### src/rtl/fetch_pkg.sv
// Shared types and constants for the instruction-fetch front end.
// Queue entries pair a fetched instruction word with the PC it was read from.
package fetch_pkg;

  localparam logic [31:0] NOP_INSTR        = 32'h0000_0013;
  localparam logic [31:0] DEFAULT_RESET_PC = 32'h0000_0000;

  typedef struct packed {
    logic [31:0] instr;
    logic [31:0] pc;
  } fetch_entry_t;

endpackage

### src/rtl/fetch_fifo.sv
// Circular prefetch buffer of fetch entries with synchronous flush.
// Head is read straight from storage; flush wins over push and pop.
module fetch_fifo
  import fetch_pkg::*;
#(
  parameter int DEPTH = 4,
  localparam int PW = $clog2(DEPTH),
  localparam int CW = PW + 1
) (
  input  logic         clk,
  input  logic         rst,
  input  logic         flush,
  input  logic         push,
  input  fetch_entry_t push_data,
  input  logic         pop,
  output fetch_entry_t head,
  output logic [CW-1:0] count,
  output logic         empty,
  output logic         full
);

  fetch_entry_t   mem [DEPTH];
  logic [PW-1:0]  rd_ptr;
  logic [PW-1:0]  wr_ptr;
  logic           do_push;
  logic           do_pop;

  assign empty   = (count == '0);
  assign full    = (count == CW'(DEPTH));
  assign do_push = push && !full;
  assign do_pop  = pop && !empty;
  assign head    = mem[rd_ptr];

  always_ff @(posedge clk or negedge rst) begin
    if (!rst) begin
      rd_ptr <= '0;
      wr_ptr <= '0;
      count  <= '0;
      for (int i = 0; i < DEPTH; i++) mem[i] <= '0;
    end else if (flush) begin
      // Stale entries stay in storage; only the pointers and count matter.
      rd_ptr <= '0;
      wr_ptr <= '0;
      count  <= '0;
    end else begin
      if (do_push) begin
        mem[wr_ptr] <= push_data;
        wr_ptr      <= wr_ptr + PW'(1);
      end
      if (do_pop) rd_ptr <= rd_ptr + PW'(1);
      count <= count + CW'(do_push) - CW'(do_pop);
    end
  end

endmodule

### src/rtl/fetch_queue.sv
// Fetch front end: owns the PC, issues 1-cycle-latency imem reads and queues results for decode.
// Credit rule (queued + in flight < DEPTH) means a returning word always has a free slot.
module fetch_queue
  import fetch_pkg::*;
#(
  parameter int XLEN   = 32,
  parameter int ADDR_W = 12,
  parameter int DEPTH  = 4,
  parameter logic [XLEN-1:0] RESET_PC = XLEN'(DEFAULT_RESET_PC)
) (
  input  logic              clk,
  input  logic              rst,
  input  logic              fetch_en,
  input  logic              redirect_valid,
  input  logic [XLEN-1:0]   redirect_pc,
  output logic              imem_req,
  output logic [ADDR_W-1:0] imem_addr,
  input  logic [XLEN-1:0]   imem_rdata,
  output logic              instr_valid,
  input  logic              instr_ready,
  output logic [XLEN-1:0]   instr,
  output logic [XLEN-1:0]   instr_pc,
  output logic [XLEN-1:0]   instr_pc_plus4
);

  localparam int CW = $clog2(DEPTH) + 1;
  localparam int OW = CW + 1;
  localparam logic [OW-1:0] DEPTH_W = OW'(DEPTH);

  logic [XLEN-1:0] fetch_pc;
  logic [XLEN-1:0] inflight_pc;
  logic            inflight;
  logic [CW-1:0]   count;
  logic            empty;
  logic            full;
  fetch_entry_t    head;
  fetch_entry_t    push_data;
  logic [OW-1:0]   occupancy;
  logic            issue;
  logic            push;
  logic            pop;

  // An outstanding read already owns a slot, so it counts against the credit.
  assign occupancy = {1'b0, count} + OW'(inflight);
  assign issue     = rst && fetch_en && !redirect_valid && (occupancy < DEPTH_W);
  assign push      = inflight && !redirect_valid && !full;
  assign pop       = instr_valid && instr_ready;
  assign push_data = '{instr: imem_rdata, pc: inflight_pc};

  assign imem_req       = issue;
  assign imem_addr      = fetch_pc[ADDR_W-1:0];
  assign instr_valid    = !empty;
  assign instr          = head.instr;
  assign instr_pc       = head.pc;
  assign instr_pc_plus4 = head.pc + XLEN'(4);

  always_ff @(posedge clk or negedge rst) begin
    if (!rst) begin
      fetch_pc    <= RESET_PC;
      inflight    <= 1'b0;
      inflight_pc <= '0;
    end else if (redirect_valid) begin
      fetch_pc <= redirect_pc & ~XLEN'(3);
      inflight <= 1'b0;
    end else begin
      inflight <= issue;
      if (issue) begin
        fetch_pc    <= fetch_pc + XLEN'(4);
        inflight_pc <= fetch_pc;
      end
    end
  end

  fetch_fifo #(.DEPTH(DEPTH)) u_fifo (
    .clk       (clk),
    .rst       (rst),
    .flush     (redirect_valid),
    .push      (push),
    .push_data (push_data),
    .pop       (pop),
    .head      (head),
    .count     (count),
    .empty     (empty),
    .full      (full)
  );

endmodule

### config.mk
export PLATFORM = sky130hd
export DESIGN_NAME = fetch_queue
export DESIGN_NICKNAME = d
export VERILOG_FILES = /design/src/rtl/fetch_pkg.sv /design/src/rtl/fetch_fifo.sv /design/src/rtl/fetch_queue.sv
export SDC_FILE = /design/constraint.sdc
export NUM_CORES = 1
export LEC_CHECK = 0
export CORE_ASPECT_RATIO = 1.1
export CORE_MARGIN = 4
export CORE_UTILIZATION = 35
export CTS_BUF_LIST = sky130_fd_sc_hd__clkbuf_8
export DETAILED_ROUTE_END_ITERATION = 16
export PLACE_DENSITY = 0.62
export REMOVE_ABC_BUFFERS = 1
export SETUP_SLACK_MARGIN = 0.05
export SLEW_MARGIN = 25
export SYNTH_ARGS = -nofsm -noshare
export SYNTH_HDL_FRONTEND = slang
export SYNTH_SLANG_ARGS = --single-unit
### constraint.sdc
create_clock -name clk -period 3 [get_ports clk]
set_input_delay 0.9 -clock clk [delete_from_list [all_inputs] [get_ports clk]]
set_output_delay 0.9 -clock clk [all_outputs]
set_load 0.005 [all_outputs]
==> implementation parameters <==
Parameter                              Value

Status
  Status ... finished, violations left
  Violated checks ... setup timing

Global route
  Congestion Overflow GR ... 0
  Via count of the first global-routing pass ... 10500
  Largest net degree at the start of global routing ... 172
  All-layer global routing usage ... 16.6%
  Number of antenna violations at the first check in global routing ... 0
  First-pass GRT wire length ... 60.3 mm

Routing
  DRC errors left ... 0
  Total via count after detailed routing ... 9918
  Antenna-violating nets left ... 0
  Routed length per placed instance ... 19.3 um
  DRT Pass-1 Iters ... 5
  Via-per-instance ratio ... 5.02
  Violation count after the first detailed-routing iteration ... 399
  Final Routed Wirelength ... 38.1 mm

Critical path
  Data required time of the critical path ... 2.10 ns
  Worst setup path category ... reg -> out
  Crit path DAT ... 2.98 ns
  Nature of the critical path endpoint ... primary output
  Critical Path Source Type ... flip-flop
  CP Max Fanout ... 7

Logic synthesis
  Number of flip-flops and latches in the synthesized netlist ... 316
  Synth Cell Area ... 14800 um2
  Share of flip-flops with an asynchronous set or reset after synthesis ... 100%
  Count of flip-flops with a built-in enable after synthesis ... 0
  Average instance area after synthesis ... 13.7 um2
  Syn Inst Count ... 1087
  Sequential area share after synthesis ... 53.3%
  Ys Warns ... 0
  Predominant post-synthesis flop cell ... sky130_fd_sc_hd__dfrtp_1
  Top-area cell type share of the netlist area ... 53.3%
  Cell variety after synth ... 55
  Library cell with the largest summed area after synthesis ... sky130_fd_sc_hd__dfrtp_1
  Area contributors post-synth ... sky130_fd_sc_hd__dfrtp_1 (53%), sky130_fd_sc_hd__mux2_2 (19%), sky130_fd_sc_hd__mux4_2 (8.0%), sky130_fd_sc_hd__nand2_1 (3.0%), sky130_fd_sc_hd__xnor2_1 (1.8%)

Timing
  Clock tree skew after final layout ... 0.0252 ns
  Fin. max-slew vios ... 0
  Part of the cycle the worst path needs ... 129%
  Final count of negative-setup-slack endpoints ... 92
  Achievable clock frequency ... 0.257 GHz
  Tmin final ... 3.88 ns
  RSZ-0062 raised after global routing ... yes
  Final count of hold timing violations ... 0
  Setup TNS ... -33.95 ns
  Setup WS post-layout ... -0.884 ns
  Max-Slew Margin vs Limit ... 41.1%
  Actual slew at the worst max-slew pin ... 0.884 ns

Clocking
  Total number of H-tree levels ... 2
  Maximum clock path buffer count ... 3
  Later-pin clock latency in the skew report ... 0.62 ns
  CTS tree ... done
  Clock buffer count from CTS ... 55
  Number of sinks on the clock net ... 316
  Clock transition time at the flip-flop clock pins of the worst setup and hold paths ... 0.06 ns
  Clock root buffer ... sky130_fd_sc_hd__clkbuf_8

Floorplan
  Die X-Extent ... 204 um
  Die span in y ... 224 um
  Core Area ... 41600 um2
  Standard-cell rows ... 78
  Number of I/O pins ... 179
  Initial standard-cell utilization of the core ... 35.7%
  Die outline area ... 45800 um2

Place
  Quantity of I/O buffers inserted on ports ... 170
  Placed Cells ... 1834
  Detailed-placement wirelength estimate ... 25.8 mm
  GPL Wtd Cong ... 0.794

Run
  Max-Cap Viols ... 0

Power and ir drop
  Ratio of total power to cell area ... 790 nW/um2
  Worst IR Drop VDD ... 0.000298 V
  Static leakage ... 9.43 nW

Layout
  Share of final-layout standard cells stronger than drive strength 1 ... 47.4%
  Number of nets in the layout ... 1461
  P&R area growth vs syn ... 32.3%
  Final non-filler cell total ... 1976
  Antenna Cells ... 0

Min path
  Type of the most critical hold path ... in -> async
final cells by class:
class / instances / area, um2
Fill cell: 3704 / 21900
Sequential cell: 316 / 7920
Multi-Input combinational cell: 676 / 6690
Timing Repair Buffer: 310 / 3170
Clock buffer: 69 / 950
Tap cell: 560 / 701
Clock inverter: 22 / 125
Inverter: 23 / 87.6
critical path, cell delays in order, from the launching register on:
cell,delay [ns]
sky130_fd_sc_hd__dfrtp_4,0.58
sky130_fd_sc_hd__buf_6,0.15
sky130_fd_sc_hd__mux4_2,0.40
sky130_fd_sc_hd__nand4_4,0.11
sky130_fd_sc_hd__or3_4,0.39
sky130_fd_sc_hd__buf_12,0.16
sky130_fd_sc_hd__buf_6,0.11
sky130_fd_sc_hd__nor3b_2,0.18
sky130_fd_sc_hd__xnor2_1,0.13
sky130_fd_sc_hd__buf_2,0.13
what timing repair did:
action / 4_1_cts / 5_1_grt
endpoints found under the setup margin: 94 / 93
endpoints found under the hold margin: 0 / 0
resized for setup: 491 / 58
pin swaps: 33 / 22
gates cloned: 4 / 0
hold buffers: 0 / 0
buffers inserted: 43 / 22
final timing paths:
check / from / to / slack (ns) / cells past startpoint
setup / recovery: u_fifo.rd_ptr[0] / instr_pc_plus4[29] / -0.88 / 9
hold / removal: rst / fetch_pc[9] / 0.28 / 2
setup reg to reg: u_fifo.count[2] / u_fifo.count[2] / 0.56 / 10
hold reg to reg: u_fifo.mem[122] / u_fifo.mem[122] / 0.50 / 1
max in group asynchronous: rst / u_fifo.mem[187] / 1.19 / 4
min in group clk: u_fifo.mem[122] / u_fifo.mem[122] / 0.50 / 1
state kept, by name, summed over array words and instances, names as in the netlist:
signal / cells
u_fifo.mem: 248
fetch_pc: 30
inflight_pc: 30
u_fifo.count: 3
u_fifo.rd_ptr: 2
u_fifo.wr_ptr: 2
inflight: 1
layer usage:
| layer | GRT usage, % | up-vias | part of all wire (%) |
|---|---|---|---|
| li1 | - | 4538 | - |
| met4 | 5.10 | 0 | 2.2 |
| met3 | 3.10 | 54 | 4.6 |
| met5 | 0 | - | 0 |
| met1 | 22.3 | 5098 | 44 |
| met2 | 27.6 | 228 | 49 |
where the power goes:
| part | total [mW] | internal (mW) | switching (mW) |
|---|---|---|---|
| sequential | 5.66 | 5.05 | 0.606 |
| combinational | 6.01 | 3.61 | 2.39 |
| clock | 3.86 | 2.13 | 1.73 |
| total | 15.5 | 10.8 | 4.73 |
placed cells by master, fill, tap and decap left out, types with 4 or more instances in the layout:
cell type,netlist,routed
sky130_fd_sc_hd__a31o_2,4,4
sky130_fd_sc_hd__a31oi_1,9,9
sky130_fd_sc_hd__and3_1,11,9
sky130_fd_sc_hd__and4_1,7,5
sky130_fd_sc_hd__buf_12,1,28
sky130_fd_sc_hd__buf_16,0,4
sky130_fd_sc_hd__buf_2,30,51
sky130_fd_sc_hd__buf_4,18,50
sky130_fd_sc_hd__buf_6,3,84
sky130_fd_sc_hd__buf_8,0,4
sky130_fd_sc_hd__clkbuf_2,0,4
sky130_fd_sc_hd__clkbuf_8,0,69
sky130_fd_sc_hd__clkdlybuf4s50_1,0,79
sky130_fd_sc_hd__clkinv_2,0,7
sky130_fd_sc_hd__conb_1,1,6
sky130_fd_sc_hd__dfrtp_1,316,314
sky130_fd_sc_hd__dlygate4sd2_1,0,6
sky130_fd_sc_hd__ha_1,9,7
sky130_fd_sc_hd__inv_1,21,33
sky130_fd_sc_hd__mux2_2,249,249
sky130_fd_sc_hd__mux2i_1,5,5
sky130_fd_sc_hd__mux4_2,53,62
sky130_fd_sc_hd__nand2_1,117,110
sky130_fd_sc_hd__nand2_4,0,5
sky130_fd_sc_hd__nand3_1,19,12
sky130_fd_sc_hd__nand3_2,0,5
sky130_fd_sc_hd__nand4_1,17,17
sky130_fd_sc_hd__nor2_1,26,21
sky130_fd_sc_hd__nor2_4,0,4
sky130_fd_sc_hd__nor3_1,10,6
sky130_fd_sc_hd__nor4_1,10,10
sky130_fd_sc_hd__nor4_4,3,5
sky130_fd_sc_hd__o21ai_0,23,23
sky130_fd_sc_hd__xnor2_1,31,27
sky130_fd_sc_hd__xnor2_2,0,4
sky130_fd_sc_hd__xor2_1,13,12
cell usage after synthesis, types with 3 or more instances:
| cell type | count |
|---|---|
| sky130_fd_sc_hd__and3_1 | 11 |
| sky130_fd_sc_hd__buf_4 | 18 |
| sky130_fd_sc_hd__nor4_4 | 3 |
| sky130_fd_sc_hd__nand3_1 | 19 |
| sky130_fd_sc_hd__a21oi_1 | 3 |
| sky130_fd_sc_hd__nor3_1 | 10 |
| sky130_fd_sc_hd__a31oi_1 | 9 |
| sky130_fd_sc_hd__mux2_2 | 249 |
| sky130_fd_sc_hd__inv_1 | 21 |
| sky130_fd_sc_hd__nor2_1 | 26 |
| sky130_fd_sc_hd__dfrtp_1 | 316 |
| sky130_fd_sc_hd__buf_6 | 3 |
| sky130_fd_sc_hd__nand2_1 | 117 |
| sky130_fd_sc_hd__and2_1 | 4 |
| sky130_fd_sc_hd__nand4_2 | 3 |
| sky130_fd_sc_hd__mux2i_1 | 5 |
| sky130_fd_sc_hd__nor4_1 | 10 |
| sky130_fd_sc_hd__xnor2_1 | 31 |
| sky130_fd_sc_hd__a31o_2 | 4 |
| sky130_fd_sc_hd__a21o_1 | 3 |
| sky130_fd_sc_hd__o21ai_0 | 23 |
| sky130_fd_sc_hd__and4_1 | 7 |
| sky130_fd_sc_hd__o311ai_0 | 3 |
| sky130_fd_sc_hd__or3_1 | 3 |
| sky130_fd_sc_hd__buf_1 | 4 |
| sky130_fd_sc_hd__mux4_1 | 9 |
| sky130_fd_sc_hd__xor2_1 | 13 |
| sky130_fd_sc_hd__o31ai_1 | 3 |
| sky130_fd_sc_hd__clkbuf_1 | 21 |
| sky130_fd_sc_hd__nand4_1 | 17 |
| sky130_fd_sc_hd__mux4_2 | 53 |
| sky130_fd_sc_hd__ha_1 | 9 |
| sky130_fd_sc_hd__buf_2 | 30 |
cell families after synthesis:
group                    count (synthesis)  share of synthesized area, %
AO/OA/AOI/OAI                           61                          2.72
XOR/XNOR                                44                          2.60
buffers and inverters                  100                          3.50
AND/OR/NAND/NOR                        239                          8.13
flip-flops                             316                          53.3
other                                    1                        0.0253
multiplexers                           316                          28.9
adder cells (fa/ha/maj)                 10                         0.894
through the flow:
step | worst slack (ns) | area (um2) | hold WS (ns) | power (mW) | utilization [%]
2_1_floorplan | -2.17 | 14400 | 0.462 | 8.00 | -
3_3_place_gp | -0.686 | 17700 | 0.480 | 11.0 | 42.7
3_5_place_dp | -0.698 | 17700 | 0.485 | 11.1 | 42.7
5_1_grt | -1.00 | 19600 | 0.283 | 16.5 | 47.2
4_1_cts | -0.930 | 19400 | 0.500 | 15.6 | 46.7
6_report | -0.884 | 19600 | 0.279 | 15.5 | 47.2
Note: power is estimated with default switching activity, not from simulation.
